<file path="src/rtl/fetch_ctrl_pkg.sv">
// rtl/fetch_ctrl_pkg.sv - shared state encoding and PC constants for the fetch sequencer
package fetch_ctrl_pkg;

   typedef enum logic [2:0] {IDLE, LOAD, REQ, ADV, DONE} fetch_state_t;

   localparam int PC_W    = 9;
   localparam int PC_STEP = 4;

endpackage

</file>
<file path="src/rtl/fetch_timer.sv">
// rtl/fetch_timer.sv - resettable up-counter with terminal flag; fetch_ctrl instantiates it
// only when FETCH_TIMEOUT_EN is defined
module fetch_timer
   import fetch_ctrl_pkg::*;
#(
   parameter int LIMIT = 15,
   parameter int W     = $clog2(LIMIT + 1)
) (
   input  logic i_clk,
   input  logic i_rst,
   input  logic i_clr,
   input  logic i_en,
   output logic o_term
);

   logic [W-1:0] r_cnt;

   // o_term is high during the LIMIT-th consecutive enabled cycle
   assign o_term = (r_cnt == W'(LIMIT - 1));

   always_ff @(posedge i_clk) begin
      if (i_rst || i_clr) begin
         r_cnt <= '0;
      end else if (i_en && !o_term) begin
         r_cnt <= r_cnt + 1'b1;
      end
   end

endmodule

</file>
<file path="src/rtl/fetch_ctrl.sv">
// rtl/fetch_ctrl.sv - PC/instruction-memory fetch sequencer (load, req/ack per word, +4 step)
// Optional REQ watchdog with sticky err: FETCH_TIMEOUT_EN
module fetch_ctrl
   import fetch_ctrl_pkg::*;
#(
   parameter int CNT_W = 7
`ifdef FETCH_TIMEOUT_EN
   ,
   parameter int TIMEOUT_CYC = 15
`endif
) (
   input  logic             i_clk,
   input  logic             i_rst,
   input  logic             i_start,
   input  logic [CNT_W-1:0] i_len,
   input  logic             i_mem_ack,
   output logic             o_pc_sel,
   output logic             o_pc_en,
   output logic             o_mem_req,
   output logic             o_word_valid,
   output logic [CNT_W-1:0] o_word_cnt,
   output logic             o_busy,
   output logic             o_done,
   output logic             o_err
);

   fetch_state_t     r_state;
   fetch_state_t     w_next;
   logic [CNT_W-1:0] r_len;
   logic [CNT_W-1:0] r_word_cnt;
   logic [CNT_W-1:0] w_cnt_inc;
   logic             w_accept;
   logic             w_timeout;

   assign w_accept   = (r_state == IDLE) && i_start;
   assign w_cnt_inc  = r_word_cnt + 1'b1;
   assign o_word_cnt = r_word_cnt;

`ifdef FETCH_TIMEOUT_EN
   logic r_err;

   // Timer runs only while waiting in REQ; any other state restarts it from zero
   fetch_timer #(.LIMIT(TIMEOUT_CYC)) u_timer (
      .i_clk  (i_clk),
      .i_rst  (i_rst),
      .i_clr  (r_state != REQ),
      .i_en   ((r_state == REQ) && !i_mem_ack),
      .o_term (w_timeout)
   );

   always_ff @(posedge i_clk) begin
      if (i_rst || w_accept) begin
         r_err <= 1'b0;
      end else if ((r_state == REQ) && !i_mem_ack && w_timeout) begin
         r_err <= 1'b1;
      end
   end

   assign o_err = r_err;
`else
   assign w_timeout = 1'b0;
   assign o_err     = 1'b0;
`endif

   always_ff @(posedge i_clk) begin
      if (i_rst) begin
         r_state <= IDLE;
      end else begin
         r_state <= w_next;
      end
   end

   always_ff @(posedge i_clk) begin
      if (i_rst) begin
         r_len      <= '0;
         r_word_cnt <= '0;
      end else if (w_accept) begin
         r_len      <= i_len;
         r_word_cnt <= '0;
      end else if (r_state == ADV) begin
         r_word_cnt <= w_cnt_inc;
      end
   end

   always_comb begin
      w_next       = r_state;
      o_pc_sel     = 1'b0;
      o_pc_en      = 1'b0;
      o_mem_req    = 1'b0;
      o_word_valid = 1'b0;
      o_busy       = 1'b1;
      o_done       = 1'b0;
      case (r_state)
         IDLE: begin
            o_busy = 1'b0;
            if (i_start) begin
               w_next = (i_len == '0) ? DONE : LOAD;
            end
         end
         LOAD: begin
            o_pc_sel = 1'b1;
            o_pc_en  = 1'b1;
            w_next   = REQ;
         end
         REQ: begin
            o_mem_req = 1'b1;
            // A late ack on the terminal cycle still completes the word
            if (i_mem_ack) begin
               w_next = ADV;
            end else if (w_timeout) begin
               w_next = DONE;
            end
         end
         ADV: begin
            o_pc_en      = 1'b1;
            o_word_valid = 1'b1;
            w_next       = (w_cnt_inc == r_len) ? DONE : REQ;
         end
         DONE: begin
            o_done = 1'b1;
            w_next = IDLE;
         end
         default: begin
            w_next = IDLE;
         end
      endcase
   end

endmodule
</file>
<file path="config.mk">
export PLATFORM = sky130hd
export DESIGN_NAME = fetch_ctrl
export DESIGN_NICKNAME = d
export VERILOG_FILES = /design/src/rtl/fetch_ctrl_pkg.sv /design/src/rtl/fetch_timer.sv /design/src/rtl/fetch_ctrl.sv
export SDC_FILE = /design/constraint.sdc
export NUM_CORES = 1
export LEC_CHECK = 0
export ABC_AREA = 1
export BUFFER_PORTS_ARGS = -buffer_cell sky130_fd_sc_hd__clkbuf_2
export CAP_MARGIN = 20
export CORE_MARGIN = 2
export CORE_UTILIZATION = 35
export CTS_BUF_LIST = sky130_fd_sc_hd__clkbuf_8
export DETAILED_ROUTE_END_ITERATION = 12
export HOLD_SLACK_MARGIN = 0.06
export PLACE_DENSITY_LB_ADDON = 0.15
export RECOVER_POWER = 25
export SLEW_MARGIN = 10
export SYNTH_ARGS = -nofsm -noshare
export SYNTH_HDL_FRONTEND = slang
export SYNTH_SLANG_ARGS = --single-unit
</file>
<file path="constraint.sdc">
create_clock -name i_clk -period 2.3 [get_ports i_clk]
set_clock_uncertainty 0.1 [all_clocks]
set_input_delay 0.345 -clock i_clk [delete_from_list [all_inputs] [get_ports i_clk]]
set_output_delay 0.345 -clock i_clk [all_outputs]
set_load 0.1 [all_outputs]
</file>
==> results of run 1 <==
-- synthesized netlist by cell type, types with 2 or more instances --
| cell | instances | area share, % |
|---|---|---|
| nand2_1 | 37 | 14 |
| nand3_1 | 21 | 10 |
| inv_1 | 18 | 6.7 |
| dfxtp_1 | 17 | 34 |
| a21oi_1 | 11 | 5.4 |
| o21ai_0 | 8 | 4.0 |
| nor2_1 | 6 | 2.2 |
| inv_2 | 5 | 1.9 |
| nor2_2 | 3 | 1.9 |
| a21oi_2 | 2 | 1.7 |
| buf_2 | 2 | 0.99 |
| buf_4 | 2 | 1.5 |
| nand2_2 | 2 | 1.2 |
| nand4_1 | 2 | 1.2 |
| nor2_4 | 2 | 2.2 |
| o211ai_1 | 2 | 1.5 |
| xor2_1 | 2 | 1.7 |
-- state kept, by name, summed over array words and instances (netlist names) --
name / flops
r_len: 7
r_state: 3
o_word_cnt: 7
-- cell type report --
cell class	count	area share, %
sequential	17	28.8
clock buffer	3	3.50
clock inverter	1	0.318
inverter	23	7.31
tap	31	3.28
timing repair buffer	24	10.3
multi-input combinational	106	46.5
-- path summary, 6_finish.rpt --
check / start / endpoint
max: r_state[2] / o_busy
max reg2reg: r_state[2] / o_word_cnt[4]
min: i_rst / r_state[1]
min reg2reg: r_len[2] / r_len[2]
-- cell families after synthesis --
group,after synthesis,share of synthesized area [%]
flops,17,33.6
compound gates,24,13.5
other cells,1,0.370
buf+inv,28,12.1
fa+ha+maj,1,1.24
xor+xnor,3,2.60
simple gates,77,36.6
-- routing by layer --
layer	vias to the layer above	wire (um)	global-route usage, %	part of all wire, %
li1	529	-	-	-
met1	475	1100	18.8	44
met2	21	1230	29.5	50
met3	5	103	2.90	4.2
met4	0	38	6.98	1.5
met5	-	0	0	0
-- power breakdown --
part	internal [mW]	switching (mW)	total, mW
Combinational	0.131	0.525	0.655
Clock	0.119	0.108	0.227
Sequential	0.344	0.0488	0.392
-- metrics by stage --
stage                     setup slack [ns]  total power [mW]  instances  area (sq um)
after floorplan                    0.00199             0.972        151          1020
after global placement               0.440              1.06        201          1150
after detailed placement             0.411              1.07        201          1150
after CTS                            0.126              1.30        205          1190
after global routing                0.0335              1.36        205          1180
final                                0.122              1.27        205          1180
-- layout by cell type (no fill, tap or decap), types with 3 or more instances in the layout --
master    synthesis  layout
inv_2             5       5
clkbuf_8          0       3
dfxtp_1          17      17
o21ai_0           8       8
nand2_1          37      37
nor2_2            3       3
a21oi_1          11      11
nand3_1          21      21
clkbuf_2          0      22
nor2_1            6       6
inv_1            18      19
-- worst max-delay path, delay by kind of cell, from the launching register on --
| kind | cells | cell delay (ns) |
|---|---|---|
| buf+inv | 2 | 0.57 |
| flops | 1 | 0.38 |
| simple gates | 1 | 0.54 |
==> results.py, run 1 <==
metrics = {
    "timing": {
        "rsz0062_at_grt": "no",
        "period_share_pct": 94.7,
        "setup_viol": 0,
        "max_freq_ghz": 0.459,
        "period_minus_slack_ns": 2.18,
        "finalHoldViolCount": 0,
        "worstMarginPinSlew_ns": 1.17,
        "finalSetupTns_ns": 0,
        "slew_viol_final": 0,
        "slew_headroom_pct": 22.4,
        "hold_slack_ns": 0.230,
    },
    "run_status": {
        "status": "complete, no violations",
    },
    "clocking": {
        "cts_buffers": 3,
        "post-cts-setup-buffers": 0,
        "cts_hold_buf": 0,
        "clk_pin_slew_ns": 0.07,
        "tritoncts": "yes",
        "clkLatencyLatePin_ns": 0.26,
        "numClockSinks": 17,
        "clockBufferDepth": 2,
        "htree_levels": 1,
        "cts-root-buf": "clkbuf_8",
        "cts_resized": 0,
    },
    "route": {
        "finalWirelength_um": 2470,
        "first_pass_iters": 4,
        "drc": 0,
        "vias_per_cell": 5.02,
        "vias": 1030,
        "drt_iter0_drc": 26,
        "wire_per_inst_um": 12.1,
        "antenna_left": 0,
    },
    "yosys": {
        "synth-seq-cells": 17,
        "yosysWarnings": 0,
        "synth_edf_count": 0,
        "synth_area_sq_um": 1010,
        "yosysSeqAreaShare_pct": 33.6,
        "avgSynthCellArea_sq_um": 6.70,
        "synth_nets": 163,
        "syn_inst": 151,
        "synth-async-reset-ratio_pct": 0,
        "synth_cell_types": 26,
        "synthFlopType": "dfxtp_1",
    },
    "pwr": {
        "powerDensity_nw_per_um2": 1080,
        "p_leak_nw": 0.537,
        "peakVddDrop_mv": 0.723,
    },
    "grt": {
        "grt_overflow": 0,
        "grt_pass1_vias": 955,
        "grt_pass1_wl_um": 4220,
        "antenna_found_initial": 0,
        "grt_start_max_net_pins": 14,
        "track_usage_pct": 16.4,
    },
    "layout": {
        "syn2layout_area_growth_pct": 16.7,
        "utilization_pct": 42.8,
        "insertedDiodeCount": 0,
        "nets": 187,
        "fillers": 300,
        "multi_input_area_sq_um": 549,
        "final-seq-area_sq_um": 340,
        "drive_gt1_share_pct": 24.1,
    },
    "setup_path": {
        "cp-start-kind": "flop",
        "cp_cell_sequence": "nor3_1, inv_1, clkbuf_2",
        "cp_slowest_cell": "nor3_1",
        "cp_max_fo": 5,
        "cp_data_arrival_time_ns": 1.73,
        "reg2reg_slack_ns": 0.23,
        "r2r_cells": 6,
        "required_ns": 1.86,
        "worst_setup_path_end_kind": "output port",
        "cpPeakStageDelay_ns": 0.54,
        "path_class": "flop to output port",
    },
    "hold_path": {
        "min_path_cells": 2,
        "hold_class": "input port to flop",
    },
    "die": {
        "die_x_um": 57.8,
        "num_rows": 19,
        "dieArea_sq_um": 3340,
        "die_y_um": 57.8,
        "core-area_sq_um": 2760,
        "initial_utilization_pct": 36.7,
        "io_pins": 25,
    },
    "placed_design": {
        "port_buffers": 23,
        "dp_hpwl_um": 1930,
        "gp_congestion": 0.760,
    },
    "run": {
        "cap_viol_max_count": 0,
    },
}
No activity file was read; power rests on OpenSTA's default activity.
==> run 2, diff against run 1 <==
CAP_MARGIN = 15   (was 20)
PLACE_DENSITY_LB_ADDON = 0.1   (was 0.15)
==> run 2 against run 1 <==
Net effect:
- count of clock-buffer cells in the layout unchanged
- largest power group unchanged
- clock power about the same
- power down 1.1%
- critical endpoint unchanged
- sequential power down 1%
- sequential share of layout area up 0.28 points
- largest cell class unchanged
- maximum frequency up 4.3%
==> results.py, run 2 (synthesized netlist as in run 1, its figures left out) <==
metrics = {
    "grt": {
        "grt_overflow": 0,
        "grt_start_max_net_pins": 14,
        "antenna_found_initial": 0,
        "track_usage_pct": 15.8,
        "grt_pass1_wl_um": 4060,
        "grt_pass1_vias": 917,
    },
    "placed_design": {
        "port_buffers": 23,
        "dp_hpwl_um": 1900,
        "gp_congestion": 0.771,
        "placed_cells": 201,
    },
    "setup_path": {
        "cp_data_arrival_time_ns": 1.64,
        "cpPeakStageDelay_ns": 0.48,
        "path_class": "flop to output port",
        "cp_slowest_cell": "nor3_1",
        "path_delay_family": "buffers and inverters",
        "cp_cell_sequence": "nor3_1, inv_1, clkbuf_2",
        "worst_setup_path_end_kind": "output port",
        "required_ns": 1.86,
        "crit_buf_inv": 2,
        "cp-start-kind": "flop",
        "cp_max_fo": 5,
    },
    "hold_path": {
        "hold_class": "input port to flop",
    },
    "clocking": {
        "cts_buffers": 3,
        "clockBufferDepth": 2,
        "cts-root-buf": "clkbuf_8",
        "clk_pin_slew_ns": 0.07,
        "cts_resized": 0,
        "cts_hold_buf": 0,
        "numClockSinks": 17,
        "clkLatencyLatePin_ns": 0.26,
        "htree_levels": 1,
        "post-cts-setup-buffers": 0,
        "tritoncts": "yes",
    },
    "die": {
        "die_x_um": 57.8,
        "io_pins": 25,
        "die_y_um": 57.8,
        "dieArea_sq_um": 3340,
        "core-area_sq_um": 2760,
        "initial_utilization_pct": 36.7,
        "num_rows": 19,
    },
    "route": {
        "vias": 1013,
        "wire_per_inst_um": 11.6,
        "first_pass_iters": 5,
        "vias_per_cell": 4.94,
        "antenna_left": 0,
        "drt_iter0_drc": 14,
        "finalWirelength_um": 2380,
        "drc": 0,
    },
    "run": {
        "cap_viol_max_count": 0,
    },
    "timing": {
        "slew_headroom_pct": 23.3,
        "rsz0062_at_grt": "no",
        "setup_viol": 0,
        "max_freq_ghz": 0.479,
        "worstMarginPinSlew_ns": 1.16,
        "finalHoldViolCount": 0,
        "period_minus_slack_ns": 2.09,
        "period_share_pct": 90.8,
        "slew_viol_final": 0,
        "finalSetupTns_ns": 0,
    },
    "run_status": {
        "status": "complete, no violations",
    },
    "layout": {
        "syn2layout_area_growth_pct": 15.6,
        "nets": 187,
        "drive_gt1_share_pct": 23.6,
        "utilization_pct": 42.4,
        "fin_cells": 205,
        "insertedDiodeCount": 0,
        "final_common_cell": "nand2_1",
        "final_cell_mix": "nand2_1, clkbuf_2, nand3_1",
    },
    "pwr": {
        "peakVddDrop_mv": 0.694,
        "p_leak_nw": 0.537,
        "powerDensity_nw_per_um2": 1080,
    },
}
## run 2: cell counts in the layout (fill, tap and decap cells not counted)
No cell type changed its count.
## run 2: final timing paths
check | start | to | slack (ns) | cells past startpoint
min reg2reg | r_len[1] | r_len[1] | 0.38 | 2
max | r_state[2] | o_busy | 0.21 | 3
min | i_rst | r_state[1] | 0.22 | 2
max reg2reg | r_state[2] | o_word_cnt[4] | 0.33 | 6
## run 2: final cells by class
type,count,area [sq um]
Multi-Input combinational cell,106,538
Tap cell,31,38.8
Clock buffer,3,41.3
Sequential cell,17,340
Fill cell,307,1590
Clock inverter,1,3.75
Timing Repair Buffer,24,121
Inverter,23,86.3
## run 2: metrics by stage
step	hold slack (ns)	instance area [sq um]	setup WS, ns	power, mW
detailed placement	0.370	1150	0.423	1.07
CTS	0.218	1190	0.136	1.30
finish	0.216	1170	0.212	1.26
floorplan	0.307	1020	0.00199	0.972
global route	0.217	1170	0.105	1.34
global placement	0.365	1150	0.439	1.06
## run 2: where the power goes
part           switching, mW  internal [mW]
logic                  0.521          0.127
registers             0.0447          0.344
clock network          0.105          0.119
## run 2: per-layer routing
metal	wire length [um]	track usage, %
met1	1110	19.6
met2	1120	26.1
met3	99	2.68
met4	51	8.64
met5	0	0
